==> src/rtl/detector_jogada_pkg.sv <==
// ============================================================================
// Module   : detector_jogada_pkg
// Purpose  : Shared definitions for the play detector: FSM state encoding,
//            debounce default and a one-hot helper.
// Revision : 1.0 - initial release
// ============================================================================
`default_nettype none

package detector_jogada_pkg;

    // Default number of stable samples needed to accept a press or release
    localparam int unsigned c_debounce_ciclos_padrao = 50000;

    // Width of the push-button bus
    localparam int unsigned c_largura_botoes = 4;

    // FSM state codes; kept 4 bits wide so they can drive a hex display directly
    typedef enum logic [3:0] {
        OCIOSO      = 4'd0,
        FILTRANDO   = 4'd1,
        PRESSIONADO = 4'd2,
        SOLTANDO    = 4'd3
    } estado_t;

    // True when exactly one bit of the button pattern is set
    function automatic logic eh_one_hot(input logic [c_largura_botoes-1:0] v);
        return (v != '0) && ((v & (v - 1'b1)) == '0);
    endfunction

endpackage

`default_nettype wire

==> src/rtl/sincronizador_2ff.sv <==
// ============================================================================
// Module   : sincronizador_2ff
// Purpose  : Two-flop synchronizer bringing asynchronous levels into the
//            clock domain. Each bit is synchronized independently.
// Revision : 1.0 - initial release
// ============================================================================
`default_nettype none

module sincronizador_2ff #(
    parameter int unsigned WIDTH = 1
) (
    input  logic             clock,
    input  logic             reset,
    input  logic [WIDTH-1:0] i_dado,
    output logic [WIDTH-1:0] o_dado
);

    logic [WIDTH-1:0] r_meta;
    logic [WIDTH-1:0] r_sinc;

    // First flop may go metastable; second flop gives it a full cycle to settle
    always_ff @(posedge clock or negedge reset) begin
        if (!reset) begin
            r_meta <= '0;
            r_sinc <= '0;
        end else begin
            r_meta <= i_dado;
            r_sinc <= r_meta;
        end
    end

    assign o_dado = r_sinc;

endmodule

`default_nettype wire

==> src/rtl/detector_jogada.sv <==
// ============================================================================
// Module   : detector_jogada
// Purpose  : Debounces four push buttons and reports accepted plays. A press
//            must be stable for DEBOUNCE_CICLOS samples to be accepted and
//            a release must be equally stable before a new play is possible.
// Revision : 1.0 - initial release
// ============================================================================
`default_nettype none

module detector_jogada
    import detector_jogada_pkg::*;
#(
    parameter int unsigned DEBOUNCE_CICLOS = c_debounce_ciclos_padrao
) (
    input  logic       clock,
    input  logic       reset,
    input  logic [3:0] botoes,
    input  logic       habilita,
    output logic [3:0] jogada,
    output logic       jogada_valida,
    output logic       jogada_invalida,
    output logic       db_tem_jogada,
    output logic [3:0] db_estado
);

    // Counter only ever reaches DEBOUNCE_CICLOS-1, so clog2 bits are enough
    localparam int unsigned c_largura_cont =
        (DEBOUNCE_CICLOS > 1) ? $clog2(DEBOUNCE_CICLOS) : 1;
    localparam logic [c_largura_cont-1:0] c_cont_max = c_largura_cont'(DEBOUNCE_CICLOS - 1);
    localparam logic [c_largura_cont-1:0] c_cont_um  = c_largura_cont'(1);

    logic [3:0]                w_botoes_s;
    estado_t                   r_estado;
    logic [3:0]                r_candidato;
    logic [c_largura_cont-1:0] r_contador;
    logic [3:0]                r_jogada;
    logic                      r_valida;
    logic                      r_invalida;

    // Raw buttons are only ever seen through the synchronizer
    sincronizador_2ff #(
        .WIDTH (c_largura_botoes)
    ) u_sincronizador (
        .clock  (clock),
        .reset  (reset),
        .i_dado (botoes),
        .o_dado (w_botoes_s)
    );

    // Debounce FSM; pulses default low and are set only on the accept edge
    always_ff @(posedge clock or negedge reset) begin
        if (!reset) begin
            r_estado    <= OCIOSO;
            r_candidato <= '0;
            r_contador  <= '0;
            r_jogada    <= '0;
            r_valida    <= 1'b0;
            r_invalida  <= 1'b0;
        end else begin
            r_valida   <= 1'b0;
            r_invalida <= 1'b0;
            case (r_estado)
                OCIOSO: begin
                    if (w_botoes_s != '0) begin
                        r_candidato <= w_botoes_s;
                        r_contador  <= '0;
                        r_estado    <= FILTRANDO;
                    end
                end
                FILTRANDO: begin
                    if (w_botoes_s != r_candidato) begin
                        // Pattern changed while filtering: treat as bounce
                        r_estado <= OCIOSO;
                    end else if (r_contador == c_cont_max) begin
                        r_estado <= PRESSIONADO;
                        if (!eh_one_hot(r_candidato)) begin
                            r_invalida <= 1'b1;
                        end else if (habilita) begin
                            r_jogada <= r_candidato;
                            r_valida <= 1'b1;
                        end
                    end else begin
                        r_contador <= r_contador + c_cont_um;
                    end
                end
                PRESSIONADO: begin
                    // Any nonzero pattern keeps the press alive
                    if (w_botoes_s == '0) begin
                        r_contador <= '0;
                        r_estado   <= SOLTANDO;
                    end
                end
                SOLTANDO: begin
                    if (w_botoes_s != '0) begin
                        r_estado <= PRESSIONADO;
                    end else if (r_contador == c_cont_max) begin
                        r_estado <= OCIOSO;
                    end else begin
                        r_contador <= r_contador + c_cont_um;
                    end
                end
                default: begin
                    r_estado <= OCIOSO;
                end
            endcase
        end
    end

    assign jogada          = r_jogada;
    assign jogada_valida   = r_valida;
    assign jogada_invalida = r_invalida;
    assign db_tem_jogada   = (r_estado == PRESSIONADO);
    assign db_estado       = r_estado;

endmodule

`default_nettype wire

==> config.mk <==
export PLATFORM = sky130hd
export DESIGN_NAME = detector_jogada
export DESIGN_NICKNAME = d
export VERILOG_FILES = /design/src/rtl/detector_jogada_pkg.sv /design/src/rtl/sincronizador_2ff.sv /design/src/rtl/detector_jogada.sv
export SDC_FILE = /design/constraint.sdc
export NUM_CORES = 1
export LEC_CHECK = 0
export BUFFER_PORTS_ARGS = -buffer_cell sky130_fd_sc_hd__buf_2
export CORE_AREA = 3 3 59 67
export DETAILED_ROUTE_END_ITERATION = 10
export DIE_AREA = 0 0 62 70
export HOLD_SLACK_MARGIN = 0.05
export PLACE_DENSITY_LB_ADDON = 0.1
export SETUP_SLACK_MARGIN = 0.15
export SLEW_MARGIN = 0
export SYNTH_ARGS = -nofsm -noshare
export SYNTH_HDL_FRONTEND = slang
export SYNTH_SLANG_ARGS = --single-unit
==> constraint.sdc <==
create_clock -name clock -period 2 [get_ports clock]
set_input_delay 0.2 -clock clock [delete_from_list [all_inputs] [get_ports clock]]
set_output_delay 0.2 -clock clock [all_outputs]
set_load 0.01 [all_outputs]
==> impl_metrics.py, run 1 <==
metrics = {
    "outcome": {
        "status": "finished, violations left",
        "violations": "setup timing",
    },
    "finish": {
        "mostFrequentLayoutCell": "buf_4",
        "nFillCells": 216,
        "synthToLayoutAreaGrowth_pct": 48.4,
        "diodes": 0,
        "layout-drive-gt1-share_pct": 47.6,
        "final_cell_mix": "buf_4 (38), dfrtp_1 (36), nor2_1 (18), buf_2 (15), xor2_1 (14)",
        "final_cells": 273,
        "final_nets": 232,
        "multi_input_area_um2": 931,
        "final-seq-area_um2": 901,
    },
    "placement": {
        "port_buffers": 15,
        "globalplace.congestion": 0.887,
        "dp_cells": 247,
        "dp_hpwl_um": 2610,
    },
    "synthesis": {
        "yosys.cell_types.count": 39,
        "yosys_most_used_dff": "dfrtp_1",
        "syn-cell-area_um2": 1710,
        "synth.yosys.seq_area_share_pct": 52.6,
        "ys_warn_count": 0,
        "synthesis.instances": 153,
        "async_reset_ff_share_pct": 100,
        "syn_avg_cell_area_um2": 11.2,
        "synth-edff-count": 0,
        "synth_seq_cells": 36,
    },
    "sta": {
        "slew_headroom_pct": 47.8,
        "max_freq_ghz": 0.478,
        "holdWs_ns": 0.357,
        "fin_ws_ns": -0.0940,
        "finalHoldViolCount": 0,
        "period_minus_slack_ns": 2.09,
        "worst_pin_slew_ns": 0.783,
        "rsz0062_at_grt": "true",
        "period_share_pct": 105,
        "setup_viol": 15,
        "skew_ns": 0.0105,
        "maxSlewViolCount": 0,
        "fin_setup_tns_ns": -0.564,
    },
    "global_routing": {
        "grt_pass1_wl_um": 6870,
        "antenna_found_initial": 0,
        "grt_max_degree": 37,
        "grt_pass1_vias": 1542,
        "grt_usage_pct": 20.9,
        "grt_overflow": 0,
    },
    "clock_tree": {
        "clk_pin_slew_ns": 0.11,
        "htree_levels": 2,
        "cts_max_path_buffers": 2,
        "clkLatencyLatePin_ns": 0.34,
        "cts.sinks": 36,
        "cts_made_buffers": 5,
        "cts_tree": "built",
        "clock-root-buffer": "clkbuf_4",
    },
    "floorplan": {
        "chipWidth_um": 62,
        "ios": 18,
        "start_util_pct": 51.5,
        "coreArea_um2": 3330,
        "die_y_um": 70,
        "dieArea_um2": 4340,
        "core.rowCount": 22,
    },
    "drt": {
        "ant_nets": 0,
        "vias_per_cell": 5.33,
        "dr.pass1.iters": 4,
        "drt_iter0_markers": 63,
        "drc": 0,
        "wl_per_cell_um": 15.1,
        "wl_um": 4110,
        "num_vias": 1455,
    },
    "hold_path": {
        "hold_depth": 0,
        "min_to": "u_sincronizador.o_dado[1]",
        "holdCritPathClass": "flop to flop",
        "hp-start": "u_sincronizador.r_meta[1]",
    },
    "worst_setup_path": {
        "crit_path_max_incr_delay_ns": 0.56,
        "path_buf_inv": 0,
        "worst_path_max_delay_cell": "or4b_4",
        "r2r_slack_ns": -0.09,
        "r2r_start": "r_contador[11]",
        "path_cells": "or4b_4 > nor4_4 > nand2_2 > or3_4 > mux2_4",
        "start_kind": "flop",
        "arrival_ns": 2.33,
        "crit_path_end_kind": "flop",
        "reg2reg_depth": 5,
        "worstSetupPathType": "flop to flop",
        "crit_family": "simple AND/OR/NAND/NOR gates",
        "cp.required_ns": 2.24,
        "cp_max_fo": 4,
        "worstReg2RegEnd": "jogada[1]",
    },
    "pwr": {
        "p_leak_nw": 1.23,
        "power.density_nw_per_um2": 1050,
        "ir_drop_uv": 654,
    },
    "job": {
        "cap_viol_max_count": 0,
    },
}
==> worst reg2reg max path, delay by kind of cell, from the launching register on <==
family | cells | cell delay, ns
mux | 1 | 0.31
flops | 1 | 0.40
simple gates | 4 | 1.28
==> how the worst max path moves through the flow <==
| stage | from | to | slack, ns | cells after the start |
|---|---|---|---|---|
| floorplan | r_contador[12] | jogada[0] | -0.1 | 5 |
| global placement | r_contador[10] | jogada[0] | -0.09 | 5 |
| detailed placement | r_candidato[0] | jogada[1] | -0.11 | 5 |
| CTS | r_contador[11] | jogada[1] | -0.06 | 5 |
| global route | r_contador[13] | jogada[2] | -0.16 | 5 |
| finish | r_contador[11] | jogada[1] | -0.09 | 5 |
==> area by class of cell <==
class                   instances  area share (%)
repair buffers                 68            21.4
multi-input cells             110            36.6
flip-flops and latches         36            35.4
clock inverters                 1            1.18
clock buffers                   7            2.56
inverters                       3           0.443
well taps                      48            2.36
==> flip-flops by register name (all words and copies together), names as in the netlist <==
signal,count
r_candidato,4
r_contador,16
jogada_valida,1
jogada_invalida,1
jogada,4
u_sincronizador.r_meta,4
db_estado,2
u_sincronizador.o_dado,4
==> synthesized netlist by cell type (3+ instances only) <==
cell | instances | area share [%]
mux2_4 | 4 | 3.5
nor2_1 | 20 | 4.4
inv_1 | 3 | 0.66
clkbuf_1 | 3 | 0.66
nand2_1 | 7 | 1.5
xor2_1 | 15 | 7.7
nor4_1 | 6 | 2.2
mux2_2 | 4 | 2.6
nand3_1 | 10 | 2.9
nand4_1 | 7 | 2.6
dfrtp_1 | 36 | 53
==> logic make-up (layout without fill, tap and decap cells) <==
family | after synthesis | count (layout) | share of synthesized area (%)
flip-flops | 36 | 36 | 52.6
multiplexers | 8 | 8 | 6.13
AO/OA/AOI/OAI | 13 | 13 | 6.06
adder cells (fa/ha/maj) | 1 | 1 | 0.730
other | 1 | 2 | 0.219
AND/OR/NAND/NOR | 69 | 69 | 23.4
XOR/XNOR | 17 | 17 | 8.69
buffers and inverters | 8 | 79 | 2.19
==> layer usage <==
metal  global-route usage [%]  part of all wire, %  vias to the layer above
li1                         -                    -                      699
met1                     26.9                   44                      715
met2                     32.1                   50                       30
met3                     4.99                  3.9                       11
met4                     9.43                  2.2                        0
met5                        0                    0                        -
==> power by group <==
group	total [mW]	leakage [nW]	internal [mW]	switching (mW)
clock	0.571	0.0515	0.332	0.239
combinational	1.24	0.702	0.707	0.535
sequential	0.864	0.473	0.797	0.0671
total	2.68	1.23	1.84	0.841
==> metrics by stage <==
stage	setup slack [ns]	instance area [µm²]	util, %	power [mW]
2_1_floorplan	-0.0966	1730	-	1.21
3_3_place_gp	-0.0858	2110	63.2	1.58
3_5_place_dp	-0.108	2110	63.2	1.61
4_1_cts	-0.0633	2430	73.1	2.53
5_1_grt	-0.162	2540	76.4	2.83
6_report	-0.0940	2540	76.4	2.68
==> timing repair <==
action / in CTS / in global routing
hold endpoints to repair: 40 / 0
endpoints found under the setup margin: 20 / 23
pin swaps: 12 / 9
hold buffers: 5 / 0
gates resized for setup: 22 / 12
setup buffers: 8 / 4
cloned: 0 / 1
No activity file was read; power rests on OpenSTA's default activity.
==> run 2, diff against run 1 <==
- CELL_PAD_IN_SITES_DETAIL_PLACEMENT: default -> 0
- CELL_PAD_IN_SITES_GLOBAL_PLACEMENT: default -> 2
- CORE_AREA: 3 3 59 67 -> 3 3 72 81
- DIE_AREA: 0 0 62 70 -> 0 0 75 84
==> run 2 against run 1 <==
The run still ends with setup timing left; clock power up 12%; non-clock buffer count up 5; utilization down 24 points; sequential share of layout area down 1.2 points; cell area up 3.5%; cell count up 5.5%; global-route usage down 6.2 points; critical path depth unchanged; maximum frequency up 1.2%; flip-flop and latch count unchanged; first-iteration DRC count unchanged; critical path type unchanged; largest cell class unchanged.
==> impl_metrics.py, run 2 (synthesis results as in run 1) <==
metrics = {
    "job": {
        "cap_viol_max_count": 0,
    },
    "global_routing": {
        "grt_pass1_wl_um": 7140,
        "grt_usage_pct": 14.7,
        "grt_overflow": 0,
        "grt_max_degree": 37,
        "grt_pass1_vias": 1521,
        "antenna_found_initial": 0,
    },
    "finish": {
        "final_cell_mix": "buf_4 (42), dfrtp_1 (36), nor2_1 (18), buf_2 (16), xor2_1 (13)",
        "nFillCells": 443,
        "mostFrequentLayoutCell": "buf_4",
        "fin_util_pct": 52.3,
        "largest_register": "r_contador",
        "final_nets": 237,
        "final_cells": 288,
        "synthToLayoutAreaGrowth_pct": 53.6,
        "diodes": 0,
        "largest_reg_flops": 16,
        "layout-drive-gt1-share_pct": 49.6,
    },
    "drt": {
        "wl_um": 4170,
        "drt_iter0_markers": 63,
        "drc": 0,
        "num_vias": 1447,
        "dr.pass1.iters": 4,
        "vias_per_cell": 5.02,
        "ant_nets": 0,
        "wl_per_cell_um": 14.5,
    },
    "sta": {
        "finalHoldViolCount": 0,
        "skew_ns": 0.00929,
        "period_share_pct": 103,
        "setup_viol": 9,
        "max_freq_ghz": 0.483,
        "maxSlewViolCount": 0,
        "slew_headroom_pct": 46.3,
        "worst_pin_slew_ns": 0.805,
        "rsz0062_at_grt": "true",
        "fin_ws_ns": -0.0692,
        "period_minus_slack_ns": 2.07,
    },
    "worst_setup_path": {
        "worstSetupPathType": "flop to flop",
        "crit_path_end_kind": "flop",
        "worst_path_max_delay_cell": "or4b_4",
        "arrival_ns": 2.25,
        "cp_max_fo": 4,
        "start_kind": "flop",
        "path_buf_inv": 0,
        "cp.required_ns": 2.18,
        "crit_family": "simple AND/OR/NAND/NOR gates",
        "crit_path_max_incr_delay_ns": 0.56,
        "path_cells": "or4b_4 > nor4_4 > nand2_1 > or3_4 > mux2_4",
    },
    "outcome": {
        "status": "finished, violations left",
        "violations": "setup timing",
    },
    "pwr": {
        "power.density_nw_per_um2": 1040,
        "p_leak_nw": 1.24,
        "total_power_mw": 2.73,
        "ir_drop_uv": 506,
    },
    "floorplan": {
        "ios": 18,
        "chipWidth_um": 75,
        "core.rowCount": 27,
        "die_y_um": 84,
        "start_util_pct": 34.1,
        "coreArea_um2": 5030,
        "dieArea_um2": 6300,
    },
    "clock_tree": {
        "htree_levels": 2,
        "clk_pin_slew_ns": 0.08,
        "cts_made_buffers": 5,
        "cts_tree": "built",
        "clkLatencyLatePin_ns": 0.29,
        "cts_max_path_buffers": 2,
        "clock-root-buffer": "clkbuf_8",
        "cts.sinks": 36,
    },
    "placement": {
        "dp_hpwl_um": 2780,
        "post-place-ws_ns": -0.155,
        "port_buffers": 15,
        "dp_cells": 258,
        "globalplace.congestion": 0.760,
    },
    "hold_path": {
        "holdCritPathClass": "flop to flop",
    },
}
==> run 2: worst paths after layout <==
kind | start | endpoint | slack [ns] | depth (start not counted)
min in group asynchronous | reset | jogada[1] | 0.53 | 2
min | u_sincronizador.r_meta[0] | u_sincronizador.o_dado[0] | 0.35 | 0
max reg2reg | r_contador[10] | jogada[1] | -0.07 | 5
min reg2reg | u_sincronizador.r_meta[0] | u_sincronizador.o_dado[0] | 0.35 | 0
max in group asynchronous | reset | r_contador[4] | 0.96 | 2
max | r_contador[10] | jogada[1] | -0.07 | 5
==> run 2: timing repair <==
item                       in CTS  in global routing
pin swaps                      17                 11
setup endpoints to repair      16                 23
hold endpoints to repair       40                  0
cloned                          1                  0
gates resized for setup        23                 17
buffers inserted               12                  4
hold buffers                    5                  0
==> run 2: metal layers <==
layer | routed length [µm] | GRT usage (%) | vias to the layer above | share of wire [%]
li1 | - | - | 703 | -
met2 | 2030 | 23.1 | 22 | 49
met3 | 135 | 3.86 | 8 | 3.2
met5 | 0 | 0 | - | 0
met4 | 57 | 4.85 | 0 | 1.4
met1 | 1950 | 19.4 | 714 | 47
==> run 2: layout make-up <==
class                   count  area [µm²]  area share (%)
inverters                   3        11.3           0.428
clock buffers               5        68.8            2.61
flip-flops and latches     36         901            34.2
well taps                  58        72.6            2.76
multi-input cells         110         971            36.9
repair buffers             73         567            21.5
clock inverters             3        42.5            1.62
==> run 2: per-stage QoR <==
stage	setup TNS [ns]	hold WS [ns]	cell area (µm²)
3_5_place_dp	-0.641	0.314	2130
6_report	-0.313	0.351	2630
4_1_cts	-0.475	0.353	2520
3_3_place_gp	-0.540	0.311	2130
2_1_floorplan	-0.387	-0.0956	1730
5_1_grt	-1.50	0.363	2630
==> run 2: power breakdown <==
part | internal (mW) | switching [mW] | total, mW
clock | 0.369 | 0.270 | 0.639
combinational | 0.677 | 0.557 | 1.23
sequential | 0.797 | 0.0567 | 0.854
